## src/rtl/reg_wb_arbiter_pkg.sv

```systemverilog
// Shared definitions for the register write-back arbiter: default widths,
// the write-back request record and a small sizing helper.
package reg_wb_arbiter_pkg;

  localparam int DATA_W_DEF = 64;
  localparam int ADDR_W_DEF = 5;

  // One write-back request: destination register plus the value to write.
  typedef struct packed {
    logic [ADDR_W_DEF-1:0] addr;
    logic [DATA_W_DEF-1:0] data;
  } wb_req_t;

  // Occupancy counter width able to represent 0..depth inclusive.
  function automatic int cnt_w(input int depth);
    return $clog2(depth) + 1;
  endfunction

endpackage

```

## src/rtl/reg_wb_arbiter_fifo.sv

```systemverilog
// Circular FIFO holding queued source-B write-back requests.
// The head entry is presented combinationally so a pop in cycle t can be
// captured by the downstream output register at the end of that cycle.
module wb_fifo #(
  parameter int DEPTH = 4,
  parameter int WIDTH = 8
) (
  input  logic                   clk,
  input  logic                   reset,
  input  logic                   push,
  input  logic [WIDTH-1:0]       push_data,
  input  logic                   pop,
  output logic [WIDTH-1:0]       head_data,
  output logic [$clog2(DEPTH):0] count
);

  localparam int PTR_W = $clog2(DEPTH);
  localparam int CNT_W = PTR_W + 1;

  logic [WIDTH-1:0] mem_q [DEPTH];
  logic [PTR_W-1:0] wr_ptr_q, wr_ptr_d;
  logic [PTR_W-1:0] rd_ptr_q, rd_ptr_d;
  logic [CNT_W-1:0] count_q, count_d;
  logic             do_push, do_pop;

  // Ignore illegal requests so the pointers can never overrun each other.
  assign do_push = push && (count_q != CNT_W'(DEPTH));
  assign do_pop  = pop  && (count_q != '0);

  // Pointer and occupancy next state; pointers wrap naturally (power-of-two depth).
  always_comb begin
    wr_ptr_d = wr_ptr_q;
    rd_ptr_d = rd_ptr_q;
    count_d  = count_q;
    if (do_push) wr_ptr_d = wr_ptr_q + PTR_W'(1);
    if (do_pop)  rd_ptr_d = rd_ptr_q + PTR_W'(1);
    case ({do_push, do_pop})
      2'b10:   count_d = count_q + CNT_W'(1);
      2'b01:   count_d = count_q - CNT_W'(1);
      default: count_d = count_q;
    endcase
  end

  // Control state; storage contents are left alone by reset.
  always_ff @(posedge clk) begin
    if (reset) begin
      wr_ptr_q <= '0;
      rd_ptr_q <= '0;
      count_q  <= '0;
    end else begin
      wr_ptr_q <= wr_ptr_d;
      rd_ptr_q <= rd_ptr_d;
      count_q  <= count_d;
    end
  end

  // Entry storage.
  always_ff @(posedge clk) begin
    if (do_push) mem_q[wr_ptr_q] <= push_data;
  end

  assign head_data = mem_q[rd_ptr_q];
  assign count     = count_q;

endmodule

```

## src/rtl/reg_wb_arbiter.sv

```systemverilog
// Arbitrates register-file write-back between the ALU (source A) and the
// queued measurement-result return path (source B). A has priority unless B
// has waited STARVE_MAX A grants; the chosen request is registered onto the
// write port one cycle later, and writes to r0 are swallowed.
module reg_wb_arbiter
  import reg_wb_arbiter_pkg::*;
#(
  parameter int DATA_W     = DATA_W_DEF,
  parameter int ADDR_W     = ADDR_W_DEF,
  parameter int FIFO_DEPTH = 4,
  parameter int STARVE_MAX = 4
) (
  input  logic                          clk,
  input  logic                          reset,
  input  logic                          a_valid,
  output logic                          a_ready,
  input  logic [ADDR_W-1:0]             a_addr,
  input  logic [DATA_W-1:0]             a_data,
  input  logic                          b_valid,
  output logic                          b_ready,
  input  logic [ADDR_W-1:0]             b_addr,
  input  logic [DATA_W-1:0]             b_data,
  output logic                          wr_en,
  output logic [ADDR_W-1:0]             wr_addr,
  output logic [DATA_W-1:0]             wr_data,
  output logic [$clog2(FIFO_DEPTH):0]   fifo_count,
  output logic                          busy
);

  localparam int CNT_W = cnt_w(FIFO_DEPTH);
  localparam int SW    = $clog2(STARVE_MAX + 1);

  logic [CNT_W-1:0]       count;
  logic [ADDR_W+DATA_W-1:0] head_data;
  logic [ADDR_W-1:0]      head_addr;
  logic                   b_pending, force_b, pop_b, grant_a, push_b;
  logic [SW-1:0]          starve_q, starve_d;
  logic                   wr_en_q, wr_en_d;
  logic [ADDR_W-1:0]      wr_addr_q, wr_addr_d;
  logic [DATA_W-1:0]      wr_data_q, wr_data_d;

  wb_fifo #(
    .DEPTH (FIFO_DEPTH),
    .WIDTH (ADDR_W + DATA_W)
  ) u_fifo (
    .clk       (clk),
    .reset     (reset),
    .push      (push_b),
    .push_data ({b_addr, b_data}),
    .pop       (pop_b),
    .head_data (head_data),
    .count     (count)
  );

  assign head_addr = head_data[ADDR_W+DATA_W-1 -: ADDR_W];
  assign b_pending = (count != '0);
  assign force_b   = b_pending && (starve_q == SW'(STARVE_MAX));
  assign a_ready   = !force_b;
  assign b_ready   = (count != CNT_W'(FIFO_DEPTH));
  assign push_b    = b_valid && b_ready;
  assign pop_b     = b_pending && (force_b || !a_valid);
  assign grant_a   = !pop_b && a_valid && a_ready;

  // Grant selection, starvation tracking and write-port next state.
  always_comb begin
    starve_d  = starve_q;
    wr_en_d   = 1'b0;
    wr_addr_d = wr_addr_q;
    wr_data_d = wr_data_q;
    if (pop_b || !b_pending) begin
      starve_d = '0;
    end else if (grant_a && (starve_q != SW'(STARVE_MAX))) begin
      starve_d = starve_q + SW'(1);
    end
    if (pop_b) begin
      wr_en_d   = (head_addr != '0);
      wr_addr_d = head_addr;
      wr_data_d = head_data[DATA_W-1:0];
    end else if (grant_a) begin
      wr_en_d   = (a_addr != '0);
      wr_addr_d = a_addr;
      wr_data_d = a_data;
    end
  end

  // Starvation counter and registered write port.
  always_ff @(posedge clk) begin
    if (reset) begin
      starve_q  <= '0;
      wr_en_q   <= 1'b0;
      wr_addr_q <= '0;
      wr_data_q <= '0;
    end else begin
      starve_q  <= starve_d;
      wr_en_q   <= wr_en_d;
      wr_addr_q <= wr_addr_d;
      wr_data_q <= wr_data_d;
    end
  end

  assign wr_en      = wr_en_q;
  assign wr_addr    = wr_addr_q;
  assign wr_data    = wr_data_q;
  assign fifo_count = count;
  assign busy       = b_pending || wr_en_q;

endmodule

```

## config.mk

```make
export PLATFORM = sky130hd
export DESIGN_NAME = reg_wb_arbiter
export DESIGN_NICKNAME = d
export VERILOG_FILES = /design/src/rtl/reg_wb_arbiter_pkg.sv /design/src/rtl/reg_wb_arbiter_fifo.sv /design/src/rtl/reg_wb_arbiter.sv
export SDC_FILE = /design/constraint.sdc
export NUM_CORES = 1
export LEC_CHECK = 0
export CAP_MARGIN = 20
export CELL_PAD_IN_SITES_DETAIL_PLACEMENT = 1
export CELL_PAD_IN_SITES_GLOBAL_PLACEMENT = 1
export CORE_MARGIN = 3
export CORE_UTILIZATION = 40
export CTS_CLUSTER_DIAMETER = 150
export DETAILED_ROUTE_END_ITERATION = 6
export PLACE_DENSITY_LB_ADDON = 0.1
export SLEW_MARGIN = 30
export SYNTH_ARGS = -nofsm -noshare
export SYNTH_HDL_FRONTEND = slang
export SYNTH_SLANG_ARGS = --single-unit
export TNS_END_PERCENT = 10
```

## constraint.sdc

```tcl
create_clock -name clk -period 2.6 [get_ports clk]
set_clock_uncertainty 0.15 [all_clocks]
set_input_delay 0.52 -clock clk [delete_from_list [all_inputs] [get_ports clk]]
set_output_delay 0.52 -clock clk [all_outputs]
set_load 0.01 [all_outputs]
```

* Word-level counts from Yosys, hierarchy flattened
Memory sizes are Yosys's and may differ from the RTL's. A register that Yosys moved wholly into a read port is not among the register bits.
Cells that the tools add are included.
W data, S select, Z words.
** Cells by class
- $add $sub $neg :: 5
- Equality and inequality tests :: 5
- Mux-type cells :: 11
- Reduce and logical (&&, ||, !) cells :: 21
** Operators with widths (count)
- $mux W64 :: 2
- $mux W5 :: 2
- $reduce_bool A5 Y1 :: 2
- $logic_and A1 B1 Y1 :: 8
- $add A3 B1 Y3 const B :: 2
- $ne A3 B3 Y1 const B :: 2
- $pmux W3 S2 :: 1
- $add A2 B1 Y2 const B :: 2
- $logic_not A1 Y1 :: 4
- $mux W1 :: 4
- $mux W2 :: 2
- $reduce_bool A2 Y1 :: 2
- $eq A3 B3 Y1 const B :: 1
- $logic_or A1 B1 Y1 :: 3
- $reduce_bool A3 Y1 :: 1
- $sub A3 B1 Y3 const B :: 1
- $eq A2 B1 Y1 const B :: 1
- $eq A2 B2 Y1 const B :: 1
- $reduce_or A2 Y1 :: 1
** Word-level totals
- Flip-flop bits (word level) :: 80
- Bits in writable memories :: 276
- Input port bits :: 142
- Output and inout bits :: 76
- Word-level logic and storage cells :: 50
- Memories kept :: 1
** Memories
- u_fifo.mem_q :: words 4, bits a word 69, read ports 1, clocked after Yosys merged registers in 1, write ports 1, RTL line reg_wb_arbiter_fifo.sv:20 : logic [WIDTH-1:0] mem_q [DEPTH];

* Logic depth before layout (Yosys ltp)
Gate-level depths: netlist (run 1).
- Depth in word-level cells :: 9
- Gate-level depth with buffers :: 12
- Depth with buffers taken out :: 11

* Cells and area by module
From an unflattened synthesis (run 1), not the netlist that was laid out.
** Unflattened totals
- Cells, all modules :: 833
- Area, all modules :: 13759.4 um^2
** Modules (own cells, without submodules)
- wb_fifo :: times used 1, cells each 411, area each 10432.5 um^2, sequential area each 8468.1 um^2
- reg_wb_arbiter :: times used 1, cells each 422, area each 3326.9 um^2, sequential area each 1461.4 um^2

* Worst setup path after synthesis (run 1)
No wires, ideal clock.
- Kind :: flip-flop to flip-flop
- Start :: register u_fifo.count_q[0] (netlist: u_fifo.count[0])
- End :: memory u_fifo.mem_q[0][0] in the netlist's numbering, enable pin
- Setup time :: 0.435 ns
- Arrival time :: 2.415 ns
- Data required time :: 2.015 ns
- Setup slack :: -0.400 ns
- Cell stages (with the launch flop) :: 3
- Buffers on the path :: 0
- Clock period less this slack :: 3.000 ns
- Path through :: dfxtp_1 or3b_1 and3_1
** Between the ends
- Cells in the longest elaborated chain, start to end :: 5
** Ends and longest elaborated chain
- start: declaration :: RTL line reg_wb_arbiter_fifo.sv:23 : logic [CNT_W-1:0] count_q, count_d;
- start signal: assignment :: RTL line reg_wb_arbiter_fifo.sv:53 : count_q <= count_d;
- $ne A3 B3 Y1 * :: RTL line reg_wb_arbiter.sv:59 : assign b_ready = (count != CNT_W'(FIFO_DEPTH));
- named net b_ready :: RTL line reg_wb_arbiter.sv:20 : output logic b_ready,
- $logic_and A1 B1 Y1 :: RTL line reg_wb_arbiter.sv:60 : assign push_b = b_valid && b_ready;
- $logic_and A1 B1 Y1 * :: RTL line reg_wb_arbiter_fifo.sv:27 : assign do_push = push && (count_q != CNT_W'(DEPTH));
- $mux W1 * :: RTL line reg_wb_arbiter_fifo.sv:59 : if (do_push) mem_q[wr_ptr_q] <= push_data;
- $mux W1 (not written as such) * :: RTL line reg_wb_arbiter_fifo.sv:59
- end: declaration :: RTL line reg_wb_arbiter_fifo.sv:20
Mark *: on every way through the listed nets, which the timed path passes. The rest lies on a longest branch.

* Worst setup path after layout (run 1)
- Start :: register u_fifo.count_q[0] (netlist: u_fifo.count[0])
- End :: register u_fifo.count_q[2] (netlist: u_fifo.count[2])
** Between the ends
- Cells in the longest elaborated chain, start to end :: 7
- Elaborated cells on any way between the ends :: 14
- Those cells by class :: add/sub: 2; eq/ne: 3; mux: 1; reduce/logical: 8
** Ends and longest elaborated chain
- $reduce_bool A3 Y1 :: RTL line reg_wb_arbiter_fifo.sv:28, reg_wb_arbiter.sv:56
- $logic_and A1 B1 Y1 :: RTL line reg_wb_arbiter.sv:57 : assign force_b = b_pending && (starve_q == SW'(STARVE_MAX));
- $logic_or A1 B1 Y1 :: RTL line reg_wb_arbiter.sv:61 : assign pop_b = b_pending && (force_b || !a_valid);
- $logic_and A1 B1 Y1 :: RTL line reg_wb_arbiter.sv:61
- $logic_and A1 B1 Y1 :: RTL line reg_wb_arbiter_fifo.sv:28 : assign do_pop = pop && (count_q != '0);
- $eq A2 B1 Y1 / $eq A2 B2 Y1 (equally long branches) :: RTL line reg_wb_arbiter_fifo.sv:37 : case ({do_push, do_pop})
- $pmux W3 S2 / $reduce_bool A2 Y1 (equally long branches)
Parallel ways exist; a longest one is shown, timed or not.
A chain may end at the register's enable or synchronous reset.

==> qor.csv, run 1 <==
stage,metric,value,unit
outcome,status,"complete, no violations",
yosys,synthFlopType,edfxtp_1,
drt,detail-route-antenna-nets,0,
setup_path,crit_fanout,2,
timing,hold_viol,0,
pwr,pwr_density_cell,1020,nW/µm²
timing,setup_viol,0,
timing,slew_violations,0,
yosys,synth-seq-cells,358,
die,die_h,190,µm
finish,multi_input_area,3380,µm²
timing,period_share,95.5,%
timing,finalWorstSetupSlack,0.118,ns
yosys,ys_warn_count,0,
timing,fin_crit,2.48,ns
finish,syn_to_final_growth,31.2,%
clock_network,cts_tree,yes,
setup_path,required,2.89,ns
drt,wl_met2,15.9,mm
global_route,grt_first_pass_wirelength,50.8,mm
clock_network,htree_num_levels,2,
setup_path,critPathTopFamily,simple AND/OR/NAND/NOR gates,
setup_path,slowest_stage,or3b_1,
drt,first_pass_iters,6,
yosys,avgSynthCellArea,16.6,µm²
yosys,synth.distinct_cells,40,
yosys,synth.largest_area_cell,edfxtp_1,
yosys,synth_top_area_share,60.9,%
pwr,ir_drop,0.478,mV
drt,wl_met1,14.5,mm
drt,highest_layer,met5,
global_route,grt_max_degree,74,
global_route,grt_pass1_vias,8721,
clock_network,cts_root_buf,clkbuf_16,
global_route,grtUsageTotal,18.1,%
finish,antenna-diode-count,0,
yosys,synth_edf_count,276,
pwr,p_leak,6.03,nW
finish,nets,1209,
yosys,syn_area,13600,µm²
yosys,async_reset_ff_share,0,%
yosys,yosysMostFrequentCell,edfxtp_1,
setup_path,worstPathArrival,2.77,ns
clock_network,path_clk_slew,0.06,ns
finish,utilization,54.0,%
setup_path,critical_path_class,flop to flop,
clock_network,cts_buffers,39,
global_route,grt_overflow,0,
clock_network,insertion_delay,0.52,ns
clock_network,cts_setup_buffers,0,
finish,fillCellCount,3149,
finish,ff_latch_area,9940,µm²
timing,worstMarginPinSlew,0.546,ns
clock_network,numClockSinks,358,
drt,wl_met3,1.73,mm
timing,fmax,403,MHz
timing,slew_headroom,63.6,%
setup_path,endpoint_kind,flop,
placement,gp_congestion,0.715,
pwr,power,18.2,mW
clock_network,cts_buffer_depth,3,
placement,post-place-ws,-0.154,ns
die,ios,218,
drt,vias,7881,
die,std_cell_rows,66,
hold_path,hp-class,flop to flop,
drt,drc,0,
die,dieWidth,190,µm
yosys,synth_area_leaders,"edfxtp_1, dfxtp_1, mux4_2",
die,core,33000,µm²
run,max-cap-violations,0,
drt,drt-total-wl,32.8,mm
placement,dp_hpwl,20.8,mm
setup_path,crit_chain,"or3b_1, and2_1, inv_2, ha_1, inv_1, fa_1, xor2_1, or3_1, a21oi_1",
finish,final_layout_size_suffix_gt1_share,16.6,%
placement,io_buffers,217,
yosys,synthCells,821,
drt,via_per_inst,5.15,
drt,drtIter0Drc,370,
die,start_util,41.2,%
yosys,ys_seq_area_share,73.0,%
setup_path,slowest_delay,0.40,ns
timing,rsz0062_at_grt,false,
global_route,antenna_found_initial,4,
setup_path,crit_buf_inv,2,
die,die-area,36200,µm²
yosys,syn_nets,971,
setup_path,crit_path_start_kind,flop,
drt,wl_per_cell,21.4,µm
yosys,synth_common_cells,"edfxtp_1, nand2_1, dfxtp_1, nor2_1, mux4_2",
-- layout by cell type (no fill, tap or decap), types with 3 or more instances in the layout --
master           instances
a21oi_1                  5
a311oi_1                65
and3_4                   4
buf_12                  15
buf_4                   22
bufinv_16                3
clkbuf_1                 8
clkbuf_16               41
clkbuf_8                 6
clkdlybuf4s50_1        214
clkinv_1                 3
clkinv_2                 6
dfxtp_1                 80
edfxtp_1               276
ha_1                     7
inv_1                    7
mux4_2                  69
nand2_1                135
nor2_1                  77
xor2_1                   3
-- flip-flops by register name (all words and copies together), names as in the netlist, named ones only --
| register | cells |
|---|---|
| u_fifo.count | 3 |
| u_fifo.wr_ptr_q | 2 |
| u_fifo.mem_q | 276 |
| wr_addr | 5 |
| wr_en | 1 |
| wr_data | 64 |
| starve_q | 3 |
| u_fifo.rd_ptr_q | 2 |
-- metrics by stage --
step	hold slack [ns]	cells	area [µm²]	setup TNS (ns)
after floorplan	0.319	821	13600	-82.69
after global placement	0.338	1460	16500	-0.0726
after detailed placement	0.343	1460	16500	-0.154
after CTS	0.350	1531	17800	0
after global routing	0.369	1531	17800	0
final	0.347	1531	17800	0
-- cells by family (layout without fill, tap and decap cells) --
group / count (synthesis) / count (layout) / synth area share [%]
AO/OA/AOI/OAI: 79 / 79 / 4.93
XOR/XNOR: 5 / 5 / 0.322
adder cells (fa/ha/maj): 8 / 8 / 0.791
buffers and inverters: 65 / 333 / 2.37
flip-flops: 358 / 358 / 73.0
multiplexers: 72 / 72 / 11.7
AND/OR/NAND/NOR: 234 / 234 / 6.90
-- cell type report --
class | instances | area share, %
Clock buffer | 55 | 6.38
Clock inverter | 16 | 0.961
Inverter | 9 | 0.189
Multi-Input combinational cell | 398 | 18.9
Sequential cell | 358 | 55.7
Tap cell | 442 | 3.10
Timing Repair Buffer | 253 | 14.8
-- power breakdown --
| part | switching [mW] | total [mW] | internal, mW |
|---|---|---|---|
| Clock | 2.18 | 5.54 | 3.36 |
| Combinational | 2.64 | 5.20 | 2.55 |
| Sequential | 0.371 | 7.47 | 7.10 |
-- timing repair --
action	in CTS	in global routing
setup endpoints to repair	0	3
hold buffers	0	0
resized for setup	0	3
-- worst register-to-register path, stage by stage, from the launching register on --
cell	delay (ns)
dfxtp_1	0.31
or3b_1	0.40
and2_1	0.21
inv_2	0.06
ha_1	0.17
inv_1	0.07
fa_1	0.39
xor2_1	0.18
or3_1	0.32
a21oi_1	0.16
-- per-layer routing --
layer	global-route usage, %	vias up
met1	24.4	3981
met4	4.21	8
met3	3.93	50
li1	-	3658
met2	30.3	184
met5	0	-
-- path summary, 6_finish.rpt --
path	start	end	slack (ns)	cells after the start
setup reg to reg	u_fifo.count[0]	u_fifo.count[2]	0.12	9
hold / removal	wr_data[60]	wr_data[60]	0.35	2
setup / recovery	u_fifo.count[0]	u_fifo.count[2]	0.12	9
hold reg to reg	wr_data[60]	wr_data[60]	0.35	2
Power figures use the tool's default switching activity.
==> run 2: changes to the inputs <==
--- a/config.mk
+++ b/config.mk
@@ -5,14 +5,16 @@
 export SDC_FILE = /design/constraint.sdc
 export NUM_CORES = 1
 export LEC_CHECK = 0
+export ABC_AREA = 1
 export CAP_MARGIN = 20
 export CELL_PAD_IN_SITES_DETAIL_PLACEMENT = 1
 export CELL_PAD_IN_SITES_GLOBAL_PLACEMENT = 1
 export CORE_MARGIN = 3
-export CORE_UTILIZATION = 40
+export CORE_UTILIZATION = 39
 export CTS_CLUSTER_DIAMETER = 150
 export DETAILED_ROUTE_END_ITERATION = 6
 export PLACE_DENSITY_LB_ADDON = 0.1
+export RECOVER_POWER = 50
 export SLEW_MARGIN = 30
 export SYNTH_ARGS = -nofsm -noshare
 export SYNTH_HDL_FRONTEND = slang
==> qor.csv, run 2 <==
stage,metric,value,unit,change
outcome,status,"complete, no violations",,unchanged
setup_path,crit_chain,"nor2_4, buf_4, nand2_1, clkdlybuf4s50_1",,"was or3b_1, and2_1, inv_2, ha_1, inv_1, fa_1, xor2_1, or3_1, a21oi_1"
setup_path,endpoint_kind,primary output,,was flop
clock_network,cts_tree,yes,,unchanged
yosys,yosysMostFrequentCell,edfxtp_1,,unchanged
hold_path,hp-class,flop to flop,,unchanged
setup_path,critical_path_class,flop to primary output,,was flop to flop
die,die_h,194,µm,was 190 µm
timing,finalWorstSetupSlack,0.140,ns,was 0.118 ns
clock_network,cts_buffers,39,,unchanged
pwr,power.internal,12.4,mW,was 13.0 mW
finish,layout_commonest_cell,edfxtp_1,,unchanged
pwr,power,17.9,mW,was 18.2 mW
clock_network,insertion_delay,0.51,ns,was 0.52 ns
finish,syn_to_final_growth,29.0,%,was 31.2%
setup_path,required,1.93,ns,was 2.89 ns
finish,nets,1504,,was 1209
global_route,grt_pass1_vias,10468,,was 8721
clock_network,path_clk_slew,0.06,ns,about the same
yosys,synthCells,1147,,was 821
pwr,power_frac_comb,28.1,%,was 28.5%
finish,top_register,u_fifo.mem_q,,unchanged
drt,vias,9719,,was 7881
die,start_util,39.8,%,was 41.2%
pwr,p_sw_share,30.9,%,was 28.5%
placement,gp_congestion,0.705,,was 0.715
yosys,synthFlopType,edfxtp_1,,unchanged
yosys,ys_seq_area_share,71.7,%,was 73.0%
timing,setup_viol,0,,unchanged
setup_path,worstPathArrival,1.79,ns,was 2.77 ns
timing,slew_headroom,39.1,%,was 63.6%
placement,post-place-ws,0.0202,ns,was -0.154 ns
global_route,antenna_found_initial,14,,was 4
yosys,synth.largest_area_cell,edfxtp_1,,unchanged
yosys,avgSynthCellArea,12.1,µm²,was 16.6 µm²
timing,worstMarginPinSlew,0.913,ns,was 0.546 ns
drt,drtIter0Drc,555,,was 370
run,max-cap-violations,0,,unchanged
clock_network,cts_buffer_depth,3,,unchanged
global_route,grt_first_pass_wirelength,58.9,mm,was 50.8 mm
yosys,synth-seq-cells,358,,unchanged
yosys,syn_area,13900,µm²,was 13600 µm²
yosys,ys_warn_count,0,,unchanged
finish,largest_reg_flops,276,,unchanged
placement,io_buffers,217,,unchanged
finish,final_layout_size_suffix_gt1_share,7.51,%,was 16.6%
setup_path,slowest_stage,clkdlybuf4s50_1,,was or3b_1
yosys,synth_area_leaders,"edfxtp_1, dfxtp_1, a21oi_1",,"was edfxtp_1, dfxtp_1, mux4_2"
yosys,synth.distinct_cells,29,,was 40
yosys,synth_edf_count,276,,unchanged
drt,detail-route-antenna-nets,0,,unchanged
timing,final.setup.tns,0,ns,unchanged
pwr,pwr_density_cell,1000,nW/µm²,was 1020 nW/µm²
die,std_cell_rows,68,,was 66
global_route,grtUsageTotal,19.4,%,was 18.1%
clock_network,numClockSinks,358,,unchanged
yosys,synth_common_cells,"edfxtp_1, a21oi_1, o21ai_0, nor2_1, nand2_1",,"was edfxtp_1, nand2_1, dfxtp_1, nor2_1, mux4_2"
drt,first_pass_iters,4,,was 6
placement,dp_hpwl,22.4,mm,was 20.8 mm
drt,drc,0,,unchanged
pwr,net-switching-power,5.53,mW,was 5.19 mW
finish,layout.cells.most_common_list,"edfxtp_1, clkdlybuf4s50_1, a21oi_1",,"was edfxtp_1, clkdlybuf4s50_1, nand2_1"
global_route,grt_overflow,0,,unchanged
timing,rsz0062_at_grt,false,,unchanged
setup_path,crit_start,u_fifo.count[0],,unchanged
drt,via_per_inst,5.27,,was 5.15
drt,wl_per_cell,20.3,µm,was 21.4 µm
pwr,p_clk_share,30.8,%,was 30.4%
yosys,async_reset_ff_share,0,%,unchanged
timing,slew_violations,0,,unchanged
yosys,synth_top_area_share,59.8,%,was 60.9%
timing,hold_viol,0,,unchanged
pwr,seqPwrFrac,41.1,%,was 41.0%
finish,fillCellCount,3603,,was 3149
timing,fmax,407,MHz,was 403 MHz
pwr,p_leak,6.10,nW,was 6.03 nW
setup_path,crit_path_start_kind,flop,,unchanged
die,core,34800,µm²,was 33000 µm²
die,die-area,37800,µm²,was 36200 µm²
hold_path,min-delay-start,starve_q[0],,was wr_data[60]
pwr,ir_drop,0.647,mV,was 0.478 mV
clock_network,htree_num_levels,2,,unchanged
drt,drt-total-wl,37.5,mm,was 32.8 mm
yosys,syn_nets,1297,,was 971
global_route,grt_max_degree,139,,was 74
die,dieWidth,194,µm,was 190 µm
setup_path,crit_fanout,5,,was 2
die,ios,218,,unchanged
setup_path,slowest_delay,0.55,ns,was 0.40 ns
timing,period_share,94.6,%,was 95.5%
clock_network,cts_root_buf,clkbuf_16,,unchanged
setup_path,timing.rr.start,u_fifo.count[0],,unchanged
timing,fin_crit,2.46,ns,was 2.48 ns
finish,utilization,51.3,%,was 54.0%
==> run 2: changes by cell type in the layout (fill, tap and decap cells not counted), moves of 63 or more <==
| cell | change |
|---|---|
| a21oi_1 | +135 |
| o21ai_0 | +135 |
| dlygate4sd3_1 | +70 |
| clkdlybuf4s50_1 | -69 |
| mux4_2 | -69 |
| o21ai_1 | +66 |
| a311oi_1 | -65 |
| o22ai_1 | +63 |
==> run 2: power by group through the flow <==
stage,logic (mW),clock network [mW],registers [mW]
3_3_place_gp,5.03,0,7.45
5_1_grt,5.58,5.90,7.44
3_5_place_dp,5.13,0,7.46
6_report,5.03,5.51,7.36
2_1_floorplan,2.78,0,7.61
4_1_cts,5.18,5.64,7.36
==> run 2: final cells by class <==
class	count	area, µm²	share of cell area (%)
flip-flops and latches	358	9940	55.6
multi-input cells	687	3370	18.9
repair buffers	247	2600	14.5
clock buffers	56	1140	6.40
well taps	455	569	3.19
clock inverters	15	150	0.840
inverters	21	81.3	0.455
diodes	6	15.0	0.0840
==> run 2: timing repair <==
item                                    4_1_cts  5_1_grt
pin swaps                                     1        0
resized for setup                             0        3
buffers inserted                              1        0
hold buffers                                  0        0
endpoints found under the setup margin        1        2
==> run 2: cell families after synthesis <==
| logic type | synth area share, % |
|---|---|
| simple gates | 7.52 |
| compound gates | 15.9 |
| buf+inv | 4.08 |
| flops | 71.7 |
| fa+ha+maj | 0.777 |
| xor+xnor | 0.0632 |
==> run 2: per-stage QoR <==
| stage | hold slack, ns | instances | instance area (µm²) |
|---|---|---|---|
| 6_report | 0.305 | 1845 | 17900 |
| 5_1_grt | 0.327 | 1841 | 17900 |
| 4_1_cts | 0.304 | 1839 | 17900 |
| 3_5_place_dp | 0.294 | 1767 | 16600 |
| 3_3_place_gp | 0.284 | 1767 | 16600 |
| 2_1_floorplan | 0.267 | 1147 | 13900 |
==> run 2: routing by layer <==
layer  part of all wire (%)  vias to the layer above  track usage (%)
met5                   0.34                        -                0
met4                    1.4                       20             3.91
met3                    4.8                       61             4.32
met2                     48                      197             32.7
met1                     46                     4832             26.1
li1                       -                     4609                -
==> run 2: path summary, 6_finish.rpt <==
path | endpoint | slack (ns) | depth (start not counted)
min | starve_q[0] | 0.30 | 1
max reg2reg | u_fifo.mem_q[0][55] | 0.20 | 7
max | b_ready | 0.14 | 4
min reg2reg | starve_q[0] | 0.30 | 1
==> run 2: worst max-delay path, delay by kind of cell, from the launching register on <==
family,cells,cell delay [ns]
and+or+nand+nor,2,0.15
DFF,1,0.44
buffers and inverters,2,0.70
==> run 3: changes to the inputs <==
--- a/config.mk
+++ b/config.mk
@@ -18,5 +18,6 @@
 export SLEW_MARGIN = 30
 export SYNTH_ARGS = -nofsm -noshare
 export SYNTH_HDL_FRONTEND = slang
+export SYNTH_HIERARCHICAL = 1
 export SYNTH_SLANG_ARGS = --single-unit
 export TNS_END_PERCENT = 10
==> qor.csv, run 3 <==
stage,metric,value,unit,change
die,die-area,40100,µm²,was 37800 µm²
clock_network,cts_root_buf,clkbuf_16,,unchanged
clock_network,cts_hold_buf,0,,unchanged
finish,top_register,u_fifo/mem_q,,was u_fifo.mem_q
yosys,yosysMostFrequentCell,nor2_1,,was edfxtp_1
yosys,ys_seq_area_share,67.5,%,was 71.7%
die,core,36900,µm²,was 34800 µm²
yosys,avgSynthCellArea,11.2,µm²,was 12.1 µm²
die,dieWidth,200,µm,was 194 µm
placement,dp_hpwl,25.5,mm,was 22.4 mm
finish,utilization,51.0,%,was 51.3%
outcome,status,"complete, no violations",,unchanged
timing,period_share,96.3,%,was 94.6%
pwr,power,18.8,mW,was 17.9 mW
global_route,antenna_found_initial,8,,was 14
die,start_util,39.9,%,was 39.8%
setup_path,worstPathArrival,1.83,ns,was 1.79 ns
yosys,synth_area_leaders,"edfxtp_1, dfxtp_1, nor2_1",,"was edfxtp_1, dfxtp_1, a21oi_1"
yosys,syn_nets,1459,,was 1297
timing,worstMarginPinSlew,1.03,ns,was 0.913 ns
setup_path,crit_start,u_fifo/count[0],,was u_fifo.count[0]
yosys,synth_common_cells,"nor2_1, edfxtp_1, o21ai_0, nand2_1, dfxtp_1",,"was edfxtp_1, a21oi_1, o21ai_0, nor2_1, nand2_1"
die,die_h,200,µm,was 194 µm
finish,syn_to_final_growth,27.8,%,was 29.0%
timing,slew_violations,0,,unchanged
clock_network,cts_buffers,41,,was 39
finish,final_area,18800,µm²,was 17900 µm²
hold_path,hp-class,flop to flop,,unchanged
clock_network,htree_num_levels,2,,unchanged
clock_network,insertion_delay,0.53,ns,was 0.51 ns
yosys,synth.distinct_cells,28,,was 29
timing,fmax,399,MHz,was 407 MHz
drt,drtIter0Drc,566,,was 555
global_route,grt_pass1_vias,10961,,was 10468
yosys,syn_area,14700,µm²,was 13900 µm²
yosys,async_reset_ff_share,0,%,unchanged
global_route,grt_first_pass_wirelength,63.6,mm,was 58.9 mm
global_route,grt_max_degree,117,,was 139
die,ios,218,,unchanged
timing,setup_viol,0,,unchanged
yosys,synth.largest_area_cell,edfxtp_1,,unchanged
setup_path,crit_path_start_kind,flop,,unchanged
die,std_cell_rows,70,,was 68
pwr,ir_drop,0.578,mV,was 0.647 mV
yosys,synth_edf_count,276,,unchanged
timing,slew_headroom,31.2,%,was 39.1%
placement,gp_congestion,0.746,,was 0.705
placement,io_buffers,217,,unchanged
finish,nets,1669,,was 1504
drt,wl_per_cell,19.8,µm,was 20.3 µm
drt,drt-total-wl,40.7,mm,was 37.5 mm
setup_path,crit_buf_inv,1,,was 2
placement,placed_area,17500,µm²,was 16600 µm²
setup_path,slowest_stage,clkdlybuf4s50_1,,unchanged
clock_network,cts_tree,yes,,unchanged
timing,fin_crit,2.50,ns,was 2.46 ns
yosys,synthCells,1309,,was 1147
finish,fillCellCount,3883,,was 3603
setup_path,crit_chain,"nor2_4, nand2_4, or2_1, clkdlybuf4s50_1",,"was nor2_4, buf_4, nand2_1, clkdlybuf4s50_1"
global_route,grtUsageTotal,19.8,%,was 19.4%
yosys,ys_warn_count,6,,was 0
drt,detail-route-antenna-nets,0,,unchanged
drt,drc,0,,unchanged
clock_network,numClockSinks,358,,unchanged
setup_path,timing.rr.start,u_fifo/count[0],,was u_fifo.count[0]
setup_path,crit_fanout,6,,was 5
setup_path,critPathTopFamily,buffers and inverters,,unchanged
yosys,synth_top_area_share,56.4,%,was 59.8%
clock_network,cts_buffer_depth,3,,unchanged
pwr,pwr_density_cell,1000,nW/µm²,about the same
drt,vias,10566,,was 9719
finish,layout.cells.most_common_list,"nor2_1, edfxtp_1, o21ai_0",,"was edfxtp_1, clkdlybuf4s50_1, a21oi_1"
drt,via_per_inst,5.14,,was 5.27
run,max-cap-violations,0,,unchanged
clock_network,path_clk_slew,0.06,ns,about the same
timing,hold_slack,0.303,ns,was 0.305 ns
timing,hold_viol,0,,unchanged
finish,largest_reg_flops,276,,unchanged
setup_path,endpoint_kind,primary output,,unchanged
yosys,synth-seq-cells,358,,unchanged
timing,rsz0062_at_grt,false,,unchanged
finish,layout_commonest_cell,nor2_1,,was edfxtp_1
pwr,p_leak,6.81,nW,was 6.10 nW
hold_path,min-delay-start,starve_q[0],,unchanged
setup_path,slowest_delay,0.48,ns,was 0.55 ns
yosys,synthFlopType,edfxtp_1,,unchanged
global_route,grt_overflow,0,,unchanged
setup_path,required,1.93,ns,about the same
drt,first_pass_iters,6,,was 4
finish,final_layout_size_suffix_gt1_share,7.61,%,was 7.51%
setup_path,critical_path_class,flop to primary output,,unchanged
run 3: kinds of logic (layout without fill, tap and decap cells):
kind of cell / after synthesis / count (layout) / synth area share [%]
AOI/OAI and AO/OA: 354 / 354 / 13.8
xor gates and xnor gates: 1 / 1 / 0.0596
adders and majority gates: 8 / 8 / 0.732
buffers and inverters: 123 / 365 / 5.18
DFF: 358 / 358 / 67.5
other: 0 / 2 / 0
and+or+nand+nor: 465 / 465 / 12.7
run 3: final timing paths:
check | cells past startpoint | slack [ns] | end
max reg2reg | 7 | 0.1 | u_fifo/mem_q[2][22]
min | 1 | 0.30 | starve_q[0]
min reg2reg | 1 | 0.30 | starve_q[0]
max | 4 | 0.1 | busy
run 3: per-stage QoR:
stage | setup TNS (ns) | std cells | worst slack (ns)
after CTS | -0.0453 | 2052 | -0.0453
final | 0 | 2057 | 0.0964
after floorplan | 0 | 1309 | 0.0724
after detailed placement | 0 | 1977 | 0.0410
after global routing | 0 | 2055 | 0.00874
after global placement | 0 | 1977 | 0.00718
run 3: per-layer routing:
| layer | GRT usage (%) | routed length [µm] | up-vias | share of wire [%] |
|---|---|---|---|---|
| li1 | - | - | 5092 | - |
| met1 | 26.7 | 18600 | 5194 | 46 |
| met2 | 33.7 | 19700 | 220 | 48 |
| met3 | 3.80 | 1870 | 52 | 4.6 |
| met4 | 3.82 | 528 | 8 | 1.3 |
| met5 | 0 | 44 | - | 0.11 |
run 3: area by class of cell:
class | instances | area [µm²] | area share, %
clock buffer | 56 | 1140 | 6.09
inverter | 27 | 104 | 0.552
tap | 504 | 631 | 3.35
multi-input combinational | 828 | 4070 | 21.6
timing repair buffer | 263 | 2700 | 14.4
clock inverter | 19 | 214 | 1.14
sequential | 358 | 9940 | 52.9
antenna | 2 | 5.00 | 0.0266
run 3: where the power goes:
group	internal (mW)	total (mW)	switching [mW]
Combinational	2.15	5.53	3.38
Sequential	7.10	7.48	0.389
Clock	3.57	5.78	2.21
Total	12.8	18.8	5.97
run 3: repair_timing:
item / CTS / global route
hold endpoints to repair: 0 / 0
pin swaps: 0 / 1
setup buffers: 0 / 3
setup endpoints to repair: 2 / 1
gates resized for setup: 2 / 2
